### config.mk
export PLATFORM = sky130hd
export DESIGN_NAME = clk_div_multi
export DESIGN_NICKNAME = d
export VERILOG_FILES = /design/src/rtl/clk_div_pkg.sv /design/src/rtl/clk_div_ch.sv /design/src/rtl/clk_div_multi.sv
export SDC_FILE = /design/constraint.sdc
export NUM_CORES = 2
export LEC_CHECK = 0
export CAP_MARGIN = 20
export CORE_MARGIN = 2
export CORE_UTILIZATION = 50
export CTS_CLUSTER_SIZE = 20
export DETAILED_ROUTE_END_ITERATION = 8
export DONT_BUFFER_PORTS = 1
export PLACE_DENSITY = 0.65
export SYNTH_ARGS = -nofsm -noshare
export SYNTH_HDL_FRONTEND = slang
export SYNTH_SLANG_ARGS = --single-unit
### constraint.sdc
create_clock -name clk -period 26 [get_ports clk]
set_input_delay 5.2 -clock clk [delete_from_list [all_inputs] [get_ports clk]]
set_output_delay 5.2 -clock clk [all_outputs]
set_load 0.01 [all_outputs]
### src/rtl/clk_div_pkg.sv
// -----------------------------------------------------------------------------
// clk_div_pkg
//   Shared definitions for the multi-channel clock divider (clk_div_multi and
//   its per-channel core clk_div_ch).
//
//   Contents:
//     DEFAULT_CNT_W / DEFAULT_DIV / DEFAULT_HIGH : default parameter values
//     CFG_W      : internal counter/config width; the widest supported CNT_W
//     cnt_t      : counter / period / high-time word
//     ch_cfg_t   : one channel configuration (period and high time)
//     clamp_cfg  : legalises a requested configuration
// -----------------------------------------------------------------------------
package clk_div_pkg;

    localparam int unsigned DEFAULT_CNT_W = 31;
    localparam int unsigned DEFAULT_DIV   = 10_000_000;
    localparam int unsigned DEFAULT_HIGH  = 5_000_000;

    // Channels keep their state at this width; narrower CNT_W values are
    // zero-extended at the write port, so the upper bits stay zero.
    localparam int unsigned CFG_W = 32;

    typedef logic [CFG_W-1:0] cnt_t;

    typedef struct packed {
        cnt_t div;   // period in clk cycles (>= 2)
        cnt_t high;  // cycles of q=1 at the end of each period (<= div-1)
    } ch_cfg_t;

    // Period below 2 cannot produce a tick distinct from the wrap, so it is
    // raised to 2; the high time is then limited against the clamped period.
    function automatic ch_cfg_t clamp_cfg(input cnt_t div, input cnt_t high);
        ch_cfg_t c;
        c.div  = (div < cnt_t'(2)) ? cnt_t'(2) : div;
        c.high = (high > (c.div - cnt_t'(1))) ? (c.div - cnt_t'(1)) : high;
        return c;
    endfunction

endpackage

### src/rtl/clk_div_ch.sv
// -----------------------------------------------------------------------------
// clk_div_ch
//   One divider channel: free-running period counter, active and shadow
//   configuration registers, registered square wave and tick.
//
//   Optional build macro: CLK_DIV_SYNC_RESTART_EN adds the sync input which
//   restarts the counter at 0 and applies any pending configuration.
//
//   Ports:
//     clk     in   system clock
//     rst     in   asynchronous reset, active-high
//     sync    in   restart request (only with CLK_DIV_SYNC_RESTART_EN)
//     en      in   run enable; low holds cnt at 0 and forces q/tick low
//     wr      in   configuration write for this channel (already decoded)
//     wr_cfg  in   clamped configuration accompanying wr
//     q       out  square wave, low phase first then high phase
//     tick    out  one-cycle pulse on the last cycle of each period
//     pend    out  shadow configuration waiting for the next wrap
// -----------------------------------------------------------------------------
module clk_div_ch
    import clk_div_pkg::*;
#(
    parameter int unsigned DEF_DIV  = DEFAULT_DIV,
    parameter int unsigned DEF_HIGH = DEFAULT_HIGH
) (
    input  logic    clk,
    input  logic    rst,
`ifdef CLK_DIV_SYNC_RESTART_EN
    input  logic    sync,
`endif
    input  logic    en,
    input  logic    wr,
    input  ch_cfg_t wr_cfg,
    output logic    q,
    output logic    tick,
    output logic    pend
);

    localparam ch_cfg_t DEF_CFG = '{div: cnt_t'(DEF_DIV), high: cnt_t'(DEF_HIGH)};

    cnt_t    cnt;
    cnt_t    cnt_nxt;
    ch_cfg_t act;
    ch_cfg_t act_nxt;
    ch_cfg_t shd;
    ch_cfg_t shd_nxt;
    logic    pend_nxt;
    logic    q_nxt;
    logic    tick_nxt;
    logic    last;
    logic    reload;

    assign last = (cnt == (act.div - cnt_t'(1)));

    // reload marks every edge at which a new period begins at cnt=0; those
    // are the only edges where the active configuration may change.
`ifdef CLK_DIV_SYNC_RESTART_EN
    assign reload = !en || sync || last;
`else
    assign reload = !en || last;
`endif

    always_comb begin
        cnt_nxt  = cnt + cnt_t'(1);
        act_nxt  = act;
        shd_nxt  = wr ? wr_cfg : shd;
        pend_nxt = pend | wr;

        if (reload) begin
            cnt_nxt  = '0;
            pend_nxt = 1'b0;
            // A write landing on a reload edge goes straight to the active
            // register, so it governs the period that starts at this edge.
            if (wr) begin
                act_nxt = wr_cfg;
            end else if (pend) begin
                act_nxt = shd;
            end
        end

        // Outputs are evaluated against the counter value and configuration
        // that will be live after this edge, keeping q/tick aligned to cnt.
        q_nxt    = en && (cnt_nxt >= (act_nxt.div - act_nxt.high));
        tick_nxt = en && (cnt_nxt == (act_nxt.div - cnt_t'(1)));
    end

    always_ff @(posedge clk or posedge rst) begin
        if (rst) begin
            cnt  <= '0;
            act  <= DEF_CFG;
            shd  <= DEF_CFG;
            pend <= 1'b0;
            q    <= 1'b0;
            tick <= 1'b0;
        end else begin
            cnt  <= cnt_nxt;
            act  <= act_nxt;
            shd  <= shd_nxt;
            pend <= pend_nxt;
            q    <= q_nxt;
            tick <= tick_nxt;
        end
    end

endmodule

### src/rtl/clk_div_multi.sv
// -----------------------------------------------------------------------------
// clk_div_multi
//   N_CH independent programmable clock-enable / square-wave generators.
//   Outputs are meant as clock enables and slow waveforms, never as clocks.
//
//   Optional build macro: CLK_DIV_SYNC_RESTART_EN adds sync_in, which
//   restarts every enabled channel at cnt=0 so all channels become
//   phase-aligned.
//
//   Parameters:
//     N_CH      number of channels (>= 1)
//     CNT_W     width of wr_div / wr_high (<= clk_div_pkg::CFG_W)
//     DEF_DIV   period loaded at reset (>= 2)
//     DEF_HIGH  high time loaded at reset (< DEF_DIV)
//
//   Ports:
//     clk      in   system clock
//     rst      in   asynchronous reset, active-high
//     sync_in  in   phase-align all channels (only with the macro)
//     en       in   per-channel run enable
//     wr_en    in   one-cycle configuration write strobe
//     wr_ch    in   target channel
//     wr_div   in   requested period in cycles
//     wr_high  in   requested high time in cycles
//     wr_ack   out  one-cycle pulse: write accepted
//     wr_err   out  one-cycle pulse: write rejected (wr_ch >= N_CH)
//     pend     out  per-channel shadow configuration pending
//     q        out  per-channel square wave
//     tick     out  per-channel one-cycle pulse per period
// -----------------------------------------------------------------------------
module clk_div_multi
    import clk_div_pkg::*;
#(
    parameter  int unsigned N_CH     = 4,
    parameter  int unsigned CNT_W    = DEFAULT_CNT_W,
    parameter  int unsigned DEF_DIV  = DEFAULT_DIV,
    parameter  int unsigned DEF_HIGH = DEFAULT_HIGH,
    localparam int unsigned CH_W     = (N_CH > 1) ? $clog2(N_CH) : 1
) (
    input  logic             clk,
    input  logic             rst,
`ifdef CLK_DIV_SYNC_RESTART_EN
    input  logic             sync_in,
`endif
    input  logic [N_CH-1:0]  en,
    input  logic             wr_en,
    input  logic [CH_W-1:0]  wr_ch,
    input  logic [CNT_W-1:0] wr_div,
    input  logic [CNT_W-1:0] wr_high,
    output logic             wr_ack,
    output logic             wr_err,
    output logic [N_CH-1:0]  pend,
    output logic [N_CH-1:0]  q,
    output logic [N_CH-1:0]  tick
);

    logic    wr_valid;
    ch_cfg_t wr_cfg;

    // wr_ch can encode values beyond the last channel when N_CH is not a
    // power of two; those writes are refused.
    assign wr_valid = wr_en && (32'(wr_ch) < N_CH);
    assign wr_cfg   = clamp_cfg(cnt_t'(wr_div), cnt_t'(wr_high));

    always_ff @(posedge clk or posedge rst) begin
        if (rst) begin
            wr_ack <= 1'b0;
            wr_err <= 1'b0;
        end else begin
            wr_ack <= wr_valid;
            wr_err <= wr_en && !wr_valid;
        end
    end

    for (genvar i = 0; i < N_CH; i++) begin : g_ch
        logic ch_wr;

        assign ch_wr = wr_valid && (32'(wr_ch) == i);

        clk_div_ch #(
            .DEF_DIV  (DEF_DIV),
            .DEF_HIGH (DEF_HIGH)
        ) u_ch (
            .clk    (clk),
            .rst    (rst),
`ifdef CLK_DIV_SYNC_RESTART_EN
            .sync   (sync_in),
`endif
            .en     (en[i]),
            .wr     (ch_wr),
            .wr_cfg (wr_cfg),
            .q      (q[i]),
            .tick   (tick[i]),
            .pend   (pend[i])
        );
    end

endmodule

==> flow_summary.yaml <==
yosys:
  ys_ff_latch: 649
  synth-edff-count: 0
  synth_top_area_share_pct: 27.0
  synth_area_leaders: "dfrtp_1, ha_1, dfstp_2, nand2_1, xnor2_1"
  syn_nets: 6137
  synth.avg_cell_area_um2: 8.37
  yosys.area.top_type: "dfrtp_1"
  async_flop_share_pct: 100
  synthesis.area_mm2: 0.0483
  synth_warnings: 0
  synth-main-ff-cell: "dfrtp_1"
  ys_types: 114
  synthCells: 5768
  seq_area_frac_synth_pct: 34.0
grt:
  antenna_found_initial: 11
  first_global_vias: 41000
  grt_pass1_wl_um: 257000
  grt_max_degree: 89
  grt.overflow.total: 0
  track_usage_pct: 33.9
timing:
  final_hold_viol_count: 0
  rsz0062_at_grt: "false"
  worstMarginPinSlew_ns: 1.12
  slew_violations: 0
  fin_crit_sh_pct: 65.2
  period_minus_slack_ns: 16.94
  slew_headroom_pct: 23.6
  setup_violations: 0
  finClkSkew_ns: 0.0208
  fmax_mhz: 59.0
  finalSetupTns_ns: 0
setup_path:
  worst_ep_arrival_time_ns: 17.46
  cpMostUsedCell: "a21oi_1"
  critical_path_buf_inv_count: 2
  cp_top_family: "compound AO/OA/AOI/OAI gates"
  worstPathRequired_ns: 26.52
  worst-setup-path-type: "primary input to register"
  crit_fanout: 54
  max_stage_delay_ns: 0.58
  cp_slowest_cell: "buf_4"
  end_kind: "register"
  crit_path_start_kind: "primary input"
cts:
  cts.repair.resized: 0
  cts_tree: "yes"
  cts_setup_buffers: 0
  cts_buffers: 81
  cts-root-buf: "clkbuf_16"
  cts_max_path_buffers: 3
  clk-insertion-delay-late_ns: 0.65
  ctsHoldBuffers: 0
  htreeDepth: 3
  cts.sinks: 649
  path_clk_slew_ns: 0.06
detailed_routing:
  post_drt_wl_per_cell_um: 24.2
  viasPerCell: 6.27
  vias: 43800
  routed_wl_um: 169000
  drc: 0
  drt-initial-drc-count: 4400
  drt-pass1-iter-count: 6
  drtAntennaViolNets: 0
power_and_ir_drop:
  leakage_nw: 23.5
  seq_power_share_pct: 31.4
  p_clk_share_pct: 26.9
  p_sw_share_pct: 39.5
  power.internal_mw: 2.68
  irDropWorstVdd_mv: 0.0579
  p_total_mw: 4.43
  combPwrFrac_pct: 41.7
  switchingPower_mw: 1.75
  power.density_mw_per_mm2: 84.9
status:
  status: "complete, no violations"
finish:
  layout-drive-gt1-share_pct: 8.12
  mostFrequentLayoutCells: "nand2_1, dfrtp_1, nor2_1"
  n_fill_cell: 8881
  mostFrequentLayoutCell: "nand2_1"
  fin_nets: 6004
  syn_to_final_growth_pct: 8.08
placed_design:
  hpwl_um: 128000
  io_buffers: 0
  place.gp.congestion: 0.983
floorplanning:
  start_util_pct: 50.7
  rows: 113
  die-width_um: 315
  die_area_mm2: 0.0991
  chipHeight_um: 315
  core_area_mm2: 0.0953
  ios: 85
flow_run:
  maxCapViolCount: 0
worst_hold_path:
  hold_path.class: "register to register"
-- final cells by class --
type                    count  area, um^2  area share (%)
inverters                 248         938            1.80
multi-input cells        4558       29700            57.0
clock buffers             122        2390            4.57
repair buffers             97         726            1.39
clock inverters            29         368           0.705
diodes                     13        32.5          0.0623
well taps                1265        1580            3.03
flip-flops and latches    649       16400            31.4
-- tightest hold or removal path, stage by stage (launching register included) --
cell,delay (ns)
dfstp_2,0.37
nand2_1,0.05
nand2_1,0.04
-- sequential cells by signal, indices dropped and copies added (netlist names) --
register and count:
g_ch.u_ch.shd 252, g_ch.u_ch.act 256, g_ch.u_ch.tick 4, wr_ack 1, g_ch.u_ch.q 4, g_ch.u_ch.pend 4, g_ch.u_ch.cnt 128
-- synthesized netlist by cell type (32+ instances only) --
master	count
dfstp_2	128
a31oi_1	33
buf_1	34
nor2b_1	42
nor4_1	89
or3_1	57
o211ai_1	38
nand3_1	169
nor2_1	450
and3_1	56
a21boi_0	69
clkbuf_1	233
a21oi_1	235
xnor2_1	299
o21a_1	33
a211oi_1	32
nand4_1	91
xor2_1	230
a221oi_1	49
o21ai_0	373
nand2b_1	75
inv_1	244
mux2i_1	89
and2_1	37
ha_1	294
nor3_1	137
a22oi_1	49
a21o_1	129
nand2_1	848
o22ai_1	57
a221o_1	44
dfrtp_1	521
-- power groups by stage --
stage	clock [mW]	sequential (mW)	combinational [mW]
final	1.19	1.39	1.85
after global routing	1.25	1.41	2.06
after CTS	1.21	1.39	1.83
after detailed placement	0	1.40	1.81
after global placement	0	1.40	1.78
after floorplan	0	1.30	1.44
-- kinds of logic (layout without fill, tap and decap cells) --
| family | Yosys count | count (layout) | share of synthesized area, % |
|---|---|---|---|
| simple gates | 2214 | 2214 | 22.1 |
| compound gates | 1411 | 1411 | 19.7 |
| flops | 649 | 649 | 34.0 |
| buf+inv | 561 | 496 | 4.63 |
| xor+xnor | 530 | 530 | 9.64 |
| fa+ha+maj | 300 | 300 | 7.83 |
| mux | 102 | 102 | 2.15 |
| other cells | 1 | 14 | 0.00777 |
-- routing by layer --
layer  track usage (%)  vias up  share of wire, %
met5                 0        -             0.027
met4              13.5        8               4.3
met3              8.41      334               9.1
met2              50.0     1706                43
met1              47.4    21300                44
li1                  -    20400                 -
-- per-stage QoR --
| step | util, % | area, um^2 | std cells | hold slack (ns) | setup slack [ns] |
|---|---|---|---|---|---|
| after floorplan | - | 48300 | 5768 | 0.436 | 2.83 |
| after global placement | 51.8 | 49400 | 6814 | 0.443 | 8.78 |
| after detailed placement | 51.8 | 49400 | 6816 | 0.449 | 8.62 |
| after CTS | 54.7 | 52100 | 6967 | 0.458 | 9.23 |
| after global routing | 54.7 | 52100 | 6968 | 0.466 | 8.09 |
| final | 54.8 | 52200 | 6981 | 0.457 | 9.06 |
-- path summary, 6_finish.rpt --
| path | startpoint | to | slack (ns) | depth (start not counted) |
|---|---|---|---|---|
| worst max-delay path | wr_div[25] | g_ch[3].u_ch.q | 9.06 | 52 |
| worst min-delay path | g_ch[3].u_ch.shd[55] | g_ch[3].u_ch.shd[55] | 0.46 | 2 |
| worst max register to register | g_ch[3].u_ch.act[34] | g_ch[3].u_ch.q | 15.74 | 37 |
| worst min register to register | g_ch[3].u_ch.shd[55] | g_ch[3].u_ch.shd[55] | 0.46 | 2 |
| max in group asynchronous | rst | g_ch[2].u_ch.shd[21] | 17.77 | 5 |
| min in group asynchronous | rst | g_ch[0].u_ch.act[43] | 4.52 | 1 |
Power figures use the tool's default switching activity.
